==> config.mk <==
export PLATFORM = sky130hd
export DESIGN_NAME = uart_parity_engine
export DESIGN_NICKNAME = d
export VERILOG_FILES = /design/src/rtl/uart_pkg.sv /design/src/rtl/parity_mask_xor.sv /design/src/rtl/uart_parity_engine.sv
export SDC_FILE = /design/constraint.sdc
export NUM_CORES = 1
export LEC_CHECK = 0
export ABC_AREA = 0
export CAP_MARGIN = 40
export CORE_MARGIN = 2
export CORE_UTILIZATION = 42
export CTS_BUF_LIST = sky130_fd_sc_hd__clkbuf_4 sky130_fd_sc_hd__clkbuf_8
export CTS_CLUSTER_SIZE = 25
export DETAILED_ROUTE_END_ITERATION = 6
export PLACE_DENSITY = 0.69
export SETUP_SLACK_MARGIN = 0.2
export SKIP_CTS_REPAIR_TIMING = 1
export SLEW_MARGIN = 20
export SYNTH_ARGS = -nofsm -noshare
export SYNTH_HDL_FRONTEND = slang
export SYNTH_SLANG_ARGS = --single-unit
==> constraint.sdc <==
create_clock -name i_clk -period 2.4 [get_ports i_clk]
set_input_delay 0.6 -clock i_clk [delete_from_list [all_inputs] [get_ports i_clk]]
set_output_delay 0.6 -clock i_clk [all_outputs]
set_load 0.02 [all_outputs]
==> src/rtl/uart_pkg.sv <==
// Shared parity-mode constants, RX FSM encoding and the parity-select helper
// used by both link directions of the UART parity engine.
package uart_pkg;

    localparam logic [1:0] PAR_EVEN  = 2'b00;
    localparam logic [1:0] PAR_ODD   = 2'b01;
    localparam logic [1:0] PAR_MARK  = 2'b10;
    localparam logic [1:0] PAR_SPACE = 2'b11;

    typedef enum logic [1:0] {
        RX_IDLE = 2'd0,
        RX_DATA = 2'd1,
        RX_PAR  = 2'd2
    } rx_state_e;

    function automatic logic par_sel(input logic xor_bit, input logic [1:0] mode);
        case (mode)
            PAR_EVEN: return xor_bit;
            PAR_ODD:  return ~xor_bit;
            PAR_MARK: return 1'b1;
            default:  return 1'b0;
        endcase
    endfunction

endpackage

==> src/rtl/parity_mask_xor.sv <==
// Masked xor-reduce of a data word over its active length; a length of 0 or
// above DATA_WIDTH selects the full word. The clamped length is exported too.
module parity_mask_xor #(
    parameter int DATA_WIDTH = 8,
    parameter int LEN_W      = 4
) (
    input  logic [DATA_WIDTH-1:0] i_data,
    input  logic [LEN_W-1:0]      i_len,
    output logic [LEN_W-1:0]      o_len,
    output logic                  o_xor
);

    localparam logic [LEN_W-1:0] MAX_LEN = LEN_W'(DATA_WIDTH);

    logic [LEN_W-1:0]      w_len;
    logic [DATA_WIDTH-1:0] w_mask;

    always_comb begin
        if (i_len == '0 || i_len > MAX_LEN) begin
            w_len = MAX_LEN;
        end else begin
            w_len = i_len;
        end
        w_mask = '0;
        for (int i = 0; i < DATA_WIDTH; i++) begin
            w_mask[i] = (LEN_W'(i) < w_len);
        end
    end

    assign o_len = w_len;
    assign o_xor = ^(i_data & w_mask);

endmodule

==> src/rtl/uart_parity_engine.sv <==
// UART parity unit: registered TX parity generation and a serial RX parity
// checker with its own latched frame configuration.
module uart_parity_engine
    import uart_pkg::*;
#(
    parameter int DATA_WIDTH = 8,
    parameter int LEN_W      = 4
) (
    input  logic                  i_clk,
    input  logic                  i_rst_n,
    input  logic                  i_par_en,
    input  logic [1:0]            i_par_mode,
    input  logic [LEN_W-1:0]      i_data_len,
    input  logic [DATA_WIDTH-1:0] i_tx_data,
    input  logic                  i_tx_load,
    output logic                  o_tx_par_bit,
    output logic                  o_tx_par_vld,
    input  logic                  i_rx_start,
    input  logic                  i_rx_bit,
    input  logic                  i_rx_bit_stb,
    output logic                  o_rx_par_err,
    output logic                  o_rx_chk_done,
    output logic                  o_rx_busy
);

    logic             w_tx_xor;
    logic [LEN_W-1:0] w_len_clamp;

    // The clamped length also feeds the RX config latch.
    parity_mask_xor #(
        .DATA_WIDTH(DATA_WIDTH),
        .LEN_W     (LEN_W)
    ) u_mask (
        .i_data(i_tx_data),
        .i_len (i_data_len),
        .o_len (w_len_clamp),
        .o_xor (w_tx_xor)
    );

    logic r_tx_par_bit, r_tx_par_vld;

    always_ff @(posedge i_clk or negedge i_rst_n) begin
        if (!i_rst_n) begin
            r_tx_par_bit <= 1'b0;
            r_tx_par_vld <= 1'b0;
        end else begin
            r_tx_par_vld <= i_tx_load;
            if (i_tx_load) begin
                r_tx_par_bit <= i_par_en ? par_sel(w_tx_xor, i_par_mode) : 1'b0;
            end
        end
    end

    assign o_tx_par_bit = r_tx_par_bit;
    assign o_tx_par_vld = r_tx_par_vld;

    rx_state_e        r_state, w_state_nxt;
    logic [LEN_W-1:0] r_cnt, w_cnt_nxt, r_len, w_len_nxt, w_cnt_inc;
    logic             r_acc, w_acc_nxt;
    logic             r_par_en, w_par_en_nxt;
    logic [1:0]       r_par_mode, w_par_mode_nxt;
    logic             r_err, w_err_nxt;
    logic             r_done, w_done_nxt;

    always_ff @(posedge i_clk or negedge i_rst_n) begin
        if (!i_rst_n) begin
            r_state    <= RX_IDLE;
            r_cnt      <= '0;
            r_len      <= '0;
            r_acc      <= 1'b0;
            r_par_en   <= 1'b0;
            r_par_mode <= PAR_EVEN;
            r_err      <= 1'b0;
            r_done     <= 1'b0;
        end else begin
            r_state    <= w_state_nxt;
            r_cnt      <= w_cnt_nxt;
            r_len      <= w_len_nxt;
            r_acc      <= w_acc_nxt;
            r_par_en   <= w_par_en_nxt;
            r_par_mode <= w_par_mode_nxt;
            r_err      <= w_err_nxt;
            r_done     <= w_done_nxt;
        end
    end

    always_comb begin
        w_state_nxt    = r_state;
        w_cnt_nxt      = r_cnt;
        w_len_nxt      = r_len;
        w_acc_nxt      = r_acc;
        w_par_en_nxt   = r_par_en;
        w_par_mode_nxt = r_par_mode;
        w_err_nxt      = r_err;
        w_done_nxt     = 1'b0;
        w_cnt_inc      = r_cnt + 1'b1;

        // Start wins over any strobe in the same cycle and aborts a running frame.
        if (i_rx_start) begin
            w_state_nxt    = RX_DATA;
            w_cnt_nxt      = '0;
            w_acc_nxt      = 1'b0;
            w_err_nxt      = 1'b0;
            w_len_nxt      = w_len_clamp;
            w_par_en_nxt   = i_par_en;
            w_par_mode_nxt = i_par_mode;
        end else begin
            case (r_state)
                RX_DATA: begin
                    if (i_rx_bit_stb) begin
                        w_acc_nxt = r_acc ^ i_rx_bit;
                        w_cnt_nxt = w_cnt_inc;
                        if (w_cnt_inc == r_len) begin
                            if (r_par_en) begin
                                w_state_nxt = RX_PAR;
                            end else begin
                                w_state_nxt = RX_IDLE;
                                w_done_nxt  = 1'b1;
                                w_err_nxt   = 1'b0;
                            end
                        end
                    end
                end
                RX_PAR: begin
                    if (i_rx_bit_stb) begin
                        w_state_nxt = RX_IDLE;
                        w_done_nxt  = 1'b1;
                        w_err_nxt   = (i_rx_bit != par_sel(r_acc, r_par_mode));
                    end
                end
                RX_IDLE: ;
                default: w_state_nxt = RX_IDLE;
            endcase
        end
    end

    assign o_rx_par_err  = r_err;
    assign o_rx_chk_done = r_done;
    assign o_rx_busy     = (r_state != RX_IDLE);

endmodule

==> metrics, run 1 <==
Core Area 2480 um^2; Synth area leaders dfrtp_1 41%, xnor2_1 7.9%, xor2_1 5.5%, ha_1 4.5%, inv_1 3.4%; CP top delay family simple AND/OR/NAND/NOR gates; Synth Area per Inst 9.28 um^2; CP max stage cell clkdlybuf4s50_1; Cell Area, Synth 1100 um^2; Synth Flop Type dfrtp_1; Min Hold Slack 0.527 ns; post-placement setup slack -0.391 ns; Synth top cells by count 18 x dfrtp_1, 10 x inv_1, 10 x xnor2_1; Yosys top cell area share 0.408; Yosys Warn Count 0; Die Y 55.3 um; syn nets 144; Core Util, Final 0.615; Die Width 55.3 um; gpl congestion 0.764; relative slew slack 0.762; CTS Buffer Depth 2; Tmin final 2.29 ns; number of inserted diodes 0; max_cap viols 0; post-synthesis sequential area ratio 0.408; EDFF count, synth 0; WP buf/inv 1; outcome completed; Reg2Reg Depth 8; Slew @ Worst Pin 0.353 ns; FF+latch count, synth 18; Adder-Cell Fraction of Synth Area 0.0453; simple-gate portion of the synthesized area 0.186; R2R setup slack 0.39 ns; vias in the first global route 968; hold-critical path depth 2; worst r2r dst r_state[1]$_DFFE_PN0P_; final setup fails 0; H-tree depth 1; Worst Path Required 2.59 ns; Setup CP Type in2reg; Final ANT Viol Nets 0; Vias/cell 5.17; CTS buffer count 3; WL per Instance 12.5 um; distinct cell type count after synthesis 33; Root Driver clkbuf_4; CP max stage delay 0.41 ns; crit share post-route 0.953; arrival time at the worst endpoint 2.47 ns; WHS Endpoint o_rx_par_err$_DFFE_PN0P_; crit end category flip-flop; drt total wl 2320 um; initial antenna violation count 0; GRT overflow 0; Non-Filler Instances 186; Slew Limit Fails 0; Async S/R FF share, synth 1.00; vias post-DR 962; Achievable Freq 437 MHz; DRC Markers 0; Post-Syn Instances 119; Initial Util 0.446; design area 1520 um^2; count of final hold-check violations 0; Pleak 0.719 nW; Area Growth Syn to Fin 37.8%; compound-gate portion of the synthesized area 0.129; worst hold path startpoint o_rx_par_err$_DFFE_PN0P_; Reg clk slew, reported paths 0.10 ns; largest net degree at the start of global routing 19; RSZ-0062 raised after global routing true; Crit Path Max Fanout 2; clk_skew 0.00590 ns; post-synthesis xor/xnor area fraction 0.135; CTS tree built; Placed Cells 182; clk sink count 18; clock latency at the later pin of the worst-skew pair 0.29 ns; cell taking the most area after synthesis dfrtp_1; setup ws final 0.112 ns; R2R Path Start r_cnt[0]$_DFFE_PN0P_; layout cells sized above 1 0.147; crit start category input port; Pre-Repair DR Iteration Count 3; first-pass GRT wire length 4060 um; most frequent cell after synthesis dfrtp_1; Hold WC Path Type reg2reg; cell area power density 526 nW/um^2; most used cell along the critical path xnor2_1; maximum vdd ir drop 0.319 mV; Placed Area 1460 um^2; main combinational cell family by area after synthesis simple AND/OR/NAND/NOR gates; full die area 3060 um^2; Port Buffers 25; num ports 26; Rows 18; cells along the critical path clkdlybuf4s50_1 > xnor2_1 > mux2_4 > o21ai_1 > or3b_4 > xnor2_1 > or3_1 > a41o_1; mux contribution to synthesized area 0.0430; Post-DP HPWL 1880 um; DRT iter0 DRCs 9; GRT Total Usage 0.162; Final nets 182
cells in the final DEF, fill, tap and decap left out, types with 7 or more instances in the layout:
cell type        netlist  layout
buf_4                  0      12
clkdlybuf4s50_1        0      18
dfrtp_1               18      18
dlymetal6s2s_1         0       7
inv_1                 10      10
nand2_1                8       8
nor2_1                 9       9
o21ai_0                7       7
xnor2_1               10      10
xor2_1                 7       7
routing by layer:
layer  track usage  up-vias  wire length [um]
li1              -      477                 -
met1         0.188      460               941
met2         0.294       21              1270
met3        0.0211        4                78
met4        0.0732        0                36
met5             0        -                 0
registers in the layout, summed over array words and instances (netlist names):
| signal | flops |
|---|---|
| r_par_en | 1 |
| r_state | 2 |
| o_rx_par_err | 1 |
| r_len | 4 |
| r_par_mode | 2 |
| o_rx_chk_done | 1 |
| r_acc | 1 |
| o_tx_par_vld | 1 |
| r_cnt | 4 |
| o_tx_par_bit | 1 |
kinds of logic after synthesis:
logic type	Yosys count
buffers and inverters	14
AOI/OAI and AO/OA	23
adders and majority gates	4
and+or+nand+nor	39
DFF	18
muxes	4
xor gates and xnor gates	17
worst max path at each step:
stage                   from                  endpoint  cells after the start
3_5_place_dp   i_data_len[2]  o_tx_par_bit$_DFFE_PN0P_                      8
4_1_cts        i_data_len[2]  o_tx_par_bit$_DFFE_PN0P_                      8
6_report        i_tx_data[5]  o_tx_par_bit$_DFFE_PN0P_                      8
3_3_place_gp   i_data_len[3]  o_tx_par_bit$_DFFE_PN0P_                      8
2_1_floorplan  i_data_len[3]  o_tx_par_bit$_DFFE_PN0P_                      8
5_1_grt         i_tx_data[5]  o_tx_par_bit$_DFFE_PN0P_                      8
tightest hold or removal path: cells and delay by family, from the launching register on:
family	cells	cell delay, ns
flip-flops	1	0.38
AO/OA/AOI/OAI	1	0.06
AND/OR/NAND/NOR	1	0.05
through the flow:
step	power [mW]	setup TNS [ns]
2_1_floorplan	0.509	0
3_3_place_gp	0.609	-0.350
3_5_place_dp	0.622	-0.391
4_1_cts	0.809	-0.0744
5_1_grt	0.852	0
6_report	0.801	0
area by class of cell:
class,instances,area (um^2)
Fill cell,227,955
Multi-Input combinational cell,87,603
Clock buffer,4,36.3
Inverter,10,37.5
Timing Repair Buffer,37,358
Tap cell,30,37.5
Sequential cell,18,450
power by group:
group          internal, mW  switching, mW
Combinational         0.138          0.124
Clock                0.0924         0.0934
Sequential            0.330         0.0232
Total                 0.561          0.240
Power figures use the tool's default switching activity.
==> run 2, diff against run 1 <==
--- a/config.mk
+++ b/config.mk
@@ -7,12 +7,14 @@
 export LEC_CHECK = 0
 export ABC_AREA = 0
 export CAP_MARGIN = 40
-export CORE_MARGIN = 2
+export CORE_MARGIN = 3
 export CORE_UTILIZATION = 42
 export CTS_BUF_LIST = sky130_fd_sc_hd__clkbuf_4 sky130_fd_sc_hd__clkbuf_8
 export CTS_CLUSTER_SIZE = 25
 export DETAILED_ROUTE_END_ITERATION = 6
+export GPL_TIMING_DRIVEN = 0
 export PLACE_DENSITY = 0.69
+export REMOVE_ABC_BUFFERS = 1
 export SETUP_SLACK_MARGIN = 0.2
 export SKIP_CTS_REPAIR_TIMING = 1
 export SLEW_MARGIN = 20
==> run 2 against run 1 <==
First-iteration DRC count grew to 3.1 times the previous value. Count of clock-buffer cells in the layout shrank 1. Via count shrank 5.1%. Final area shrank 4.4%.
==> metrics, run 2 (synthesized netlist as in run 1, its figures left out) <==
RSZ-0062 raised after global routing true (unchanged); register area 450 um^2 (unchanged); maximum vdd ir drop 0.400 mV (was 0.319 mV); Die Y 57.3 um (was 55.3 um); relative slew slack 0.470 (was 0.762); Net Sw Power 239 uW (was 240 uW); Setup CP Type in2reg (unchanged); fillcell total 215 (was 227); CP top delay family simple AND/OR/NAND/NOR gates (unchanged); Slew Limit Fails 0 (unchanged); Multi-input gate area 619 um^2 (was 603 um^2); gpl congestion 0.791 (was 0.764); Core Area 2360 um^2 (was 2480 um^2); DRC Markers 0 (unchanged); Die Width 57.3 um (was 55.3 um); worst r2r dst r_state[1]$_DFFE_PN0P_ (unchanged); commonest non-fill, non-tap cells in the layout 18 x dfrtp_1, 15 x clkdlybuf4s50_1, 10 x inv_1, 10 x dlymetal6s2s_1 (was 18 x clkdlybuf4s50_1, 18 x dfrtp_1, 12 x buf_4); Vias/cell 5.31 (was 5.17); WP buf/inv 1 (unchanged); Pre-Repair DR Iteration Count 4 (was 3); H-tree depth 1 (unchanged); Comb power frac 0.338 (was 0.326); WHS Endpoint o_rx_par_err$_DFFE_PN0P_ (unchanged); Root Driver clkbuf_4 (unchanged); crit share post-route 0.964 (was 0.953); Post-DP HPWL 1700 um (was 1880 um); CTS Buffer Depth 2 (unchanged); Min Hold Slack 0.531 ns (was 0.527 ns); crit end category flip-flop (unchanged); commonest non-fill, non-tap cell in the layout dfrtp_1; Initial Util 0.468 (was 0.446); Core Util, Final 0.616 (was 0.615); worst hold path startpoint o_rx_par_err$_DFFE_PN0P_ (unchanged); largest net degree at the start of global routing 22 (was 19); CTS buffer count 3 (unchanged); Final ANT Viol Nets 0 (unchanged); WL per Instance 13.0 um (was 12.5 um); GRT overflow 0 (unchanged); CP max stage delay 0.40 ns (was 0.41 ns); Pleak 0.694 nW (was 0.719 nW); initial antenna violation count 0 (unchanged); Reg clk slew, reported paths 0.10 ns (about the same); first-pass GRT wire length 3730 um (was 4060 um); Final nets 171 (was 182); Rows 17 (was 18); cell area power density 521 nW/um^2 (was 526 nW/um^2); DRT iter0 DRCs 28 (was 9); count of final hold-check violations 0 (unchanged); P_int 518 uW (was 561 uW); arrival time at the worst endpoint 2.49 ns (was 2.47 ns); clock latency at the later pin of the worst-skew pair 0.29 ns (about the same); CTS tree built (unchanged); cells along the critical path dlymetal6s2s_1 > nor3b_2 > mux2_4 > o21ai_2 > or3b_4 > xnor2_2 > or3_1 > a41o_1 (was clkdlybuf4s50_1 > xnor2_1 > mux2_4 > o21ai_1 > or3b_4 > xnor2_1 > or3_1 > a41o_1); Port Buffers 25 (unchanged); number of inserted diodes 0 (unchanged); final setup fails 0 (unchanged); outcome completed (unchanged); crit start category input port (unchanged); layout cells sized above 1 0.104 (was 0.147); GRT Total Usage 0.144 (was 0.162); Slew @ Worst Pin 0.794 ns (was 0.353 ns); clk_skew 0.0100 ns (was 0.00590 ns); full die area 3280 um^2 (was 3060 um^2); R2R Path Start r_cnt[0]$_DFFE_PN0P_ (unchanged); clk sink count 18 (unchanged); sequential power share 0.466 (was 0.442); vias in the first global route 888 (was 968); vias post-DR 913 (was 962); drt total wl 2230 um (was 2320 um); Hold WC Path Type reg2reg (unchanged); Area Growth Syn to Fin 31.7% (was 37.8%); max_cap viols 0 (unchanged); hold-critical path depth 2 (unchanged); num ports 26 (unchanged); Achievable Freq 432 MHz (was 437 MHz); Tmin final 2.31 ns (was 2.29 ns); clock power share 0.196 (was 0.232); Worst Path Required 2.58 ns (was 2.59 ns); Crit Path Max Fanout 10 (was 2); CP max stage cell or3b_4 (was clkdlybuf4s50_1); Top Registers r_cnt: 4 flops, r_len: 4 flops (unchanged); Reg2Reg Depth 7 (was 8); Sw Ratio 0.316 (was 0.300); R2R setup slack 0.42 ns (was 0.39 ns)
[run 2: worst max-delay path by stage]
stage | slack (ns) | end | depth (start not counted) | startpoint
6_report | 0.09 | o_tx_par_bit$_DFFE_PN0P_ | 8 | i_data_len[3]
5_1_grt | 0.001 | o_tx_par_bit$_DFFE_PN0P_ | 8 | i_data_len[3]
4_1_cts | -0.28 | o_tx_par_bit$_DFFE_PN0P_ | 8 | i_data_len[3]
3_5_place_dp | -0.61 | o_tx_par_bit$_DFFE_PN0P_ | 8 | i_data_len[3]
3_3_place_gp | -0.60 | o_tx_par_bit$_DFFE_PN0P_ | 8 | i_data_len[3]
2_1_floorplan | 0.12 | o_tx_par_bit$_DFFE_PN0P_ | 7 | i_data_len[3]
[run 2: metrics by stage]
step | TNS [ns] | area, um^2 | total power [mW] | setup slack [ns] | std cells
2_1_floorplan | 0 | 1080 | 0.502 | 0.115 | 115
3_3_place_gp | -0.849 | 1370 | 0.591 | -0.601 | 168
3_5_place_dp | -0.890 | 1370 | 0.600 | -0.606 | 168
4_1_cts | -0.284 | 1390 | 0.750 | -0.284 | 171
5_1_grt | 0 | 1460 | 0.808 | 0.00117 | 172
6_report | 0 | 1460 | 0.757 | 0.0858 | 172
[run 2: final cells by class]
cell class / count / share of cell area
clock buffer: 3 / 0.0155
inverter: 10 / 0.0258
multi-input combinational: 87 / 0.426
sequential: 18 / 0.310
tap: 28 / 0.0241
timing repair buffer: 26 / 0.199
[run 2: metal layers]
| metal | vias up | wire, um | global-route usage |
|---|---|---|---|
| met1 | 428 | 971 | 0.164 |
| met4 | 0 | 38 | 0.0596 |
| li1 | 455 | - | - |
| met3 | 4 | 124 | 0.0317 |
| met5 | - | 0 | 0 |
| met2 | 26 | 1100 | 0.256 |
[run 2: power by group through the flow]
stage	Sequential, mW	Combinational, mW	Clock, mW
5_1_grt	0.356	0.286	0.166
2_1_floorplan	0.359	0.143	0
3_3_place_gp	0.357	0.234	0
3_5_place_dp	0.359	0.241	0
6_report	0.353	0.256	0.148
4_1_cts	0.353	0.241	0.156
[run 2: worst reg2reg max path: cells and delay by family (launching register included)]
family | cells | cell delay, ns
compound gates | 3 | 0.37
xor+xnor | 1 | 0.17
fa+ha+maj | 1 | 0.34
flops | 1 | 0.45
simple gates | 2 | 0.57
==> run 3, diff against run 2 <==
--- a/config.mk
+++ b/config.mk
@@ -10,9 +10,9 @@
 export CORE_MARGIN = 3
 export CORE_UTILIZATION = 42
 export CTS_BUF_LIST = sky130_fd_sc_hd__clkbuf_4 sky130_fd_sc_hd__clkbuf_8
-export CTS_CLUSTER_SIZE = 25
 export DETAILED_ROUTE_END_ITERATION = 6
 export GPL_TIMING_DRIVEN = 0
+export MAX_ROUTING_LAYER = met4
 export PLACE_DENSITY = 0.69
 export REMOVE_ABC_BUFFERS = 1
 export SETUP_SLACK_MARGIN = 0.2
==> results of run 3 <==
Final layout, timing and power as in run 2 (identical DEF).
Among the figures that moved: final weighted congestion in routability-driven placement 0.791 -> 0.803; overall routing resource usage 0.144 -> 0.148
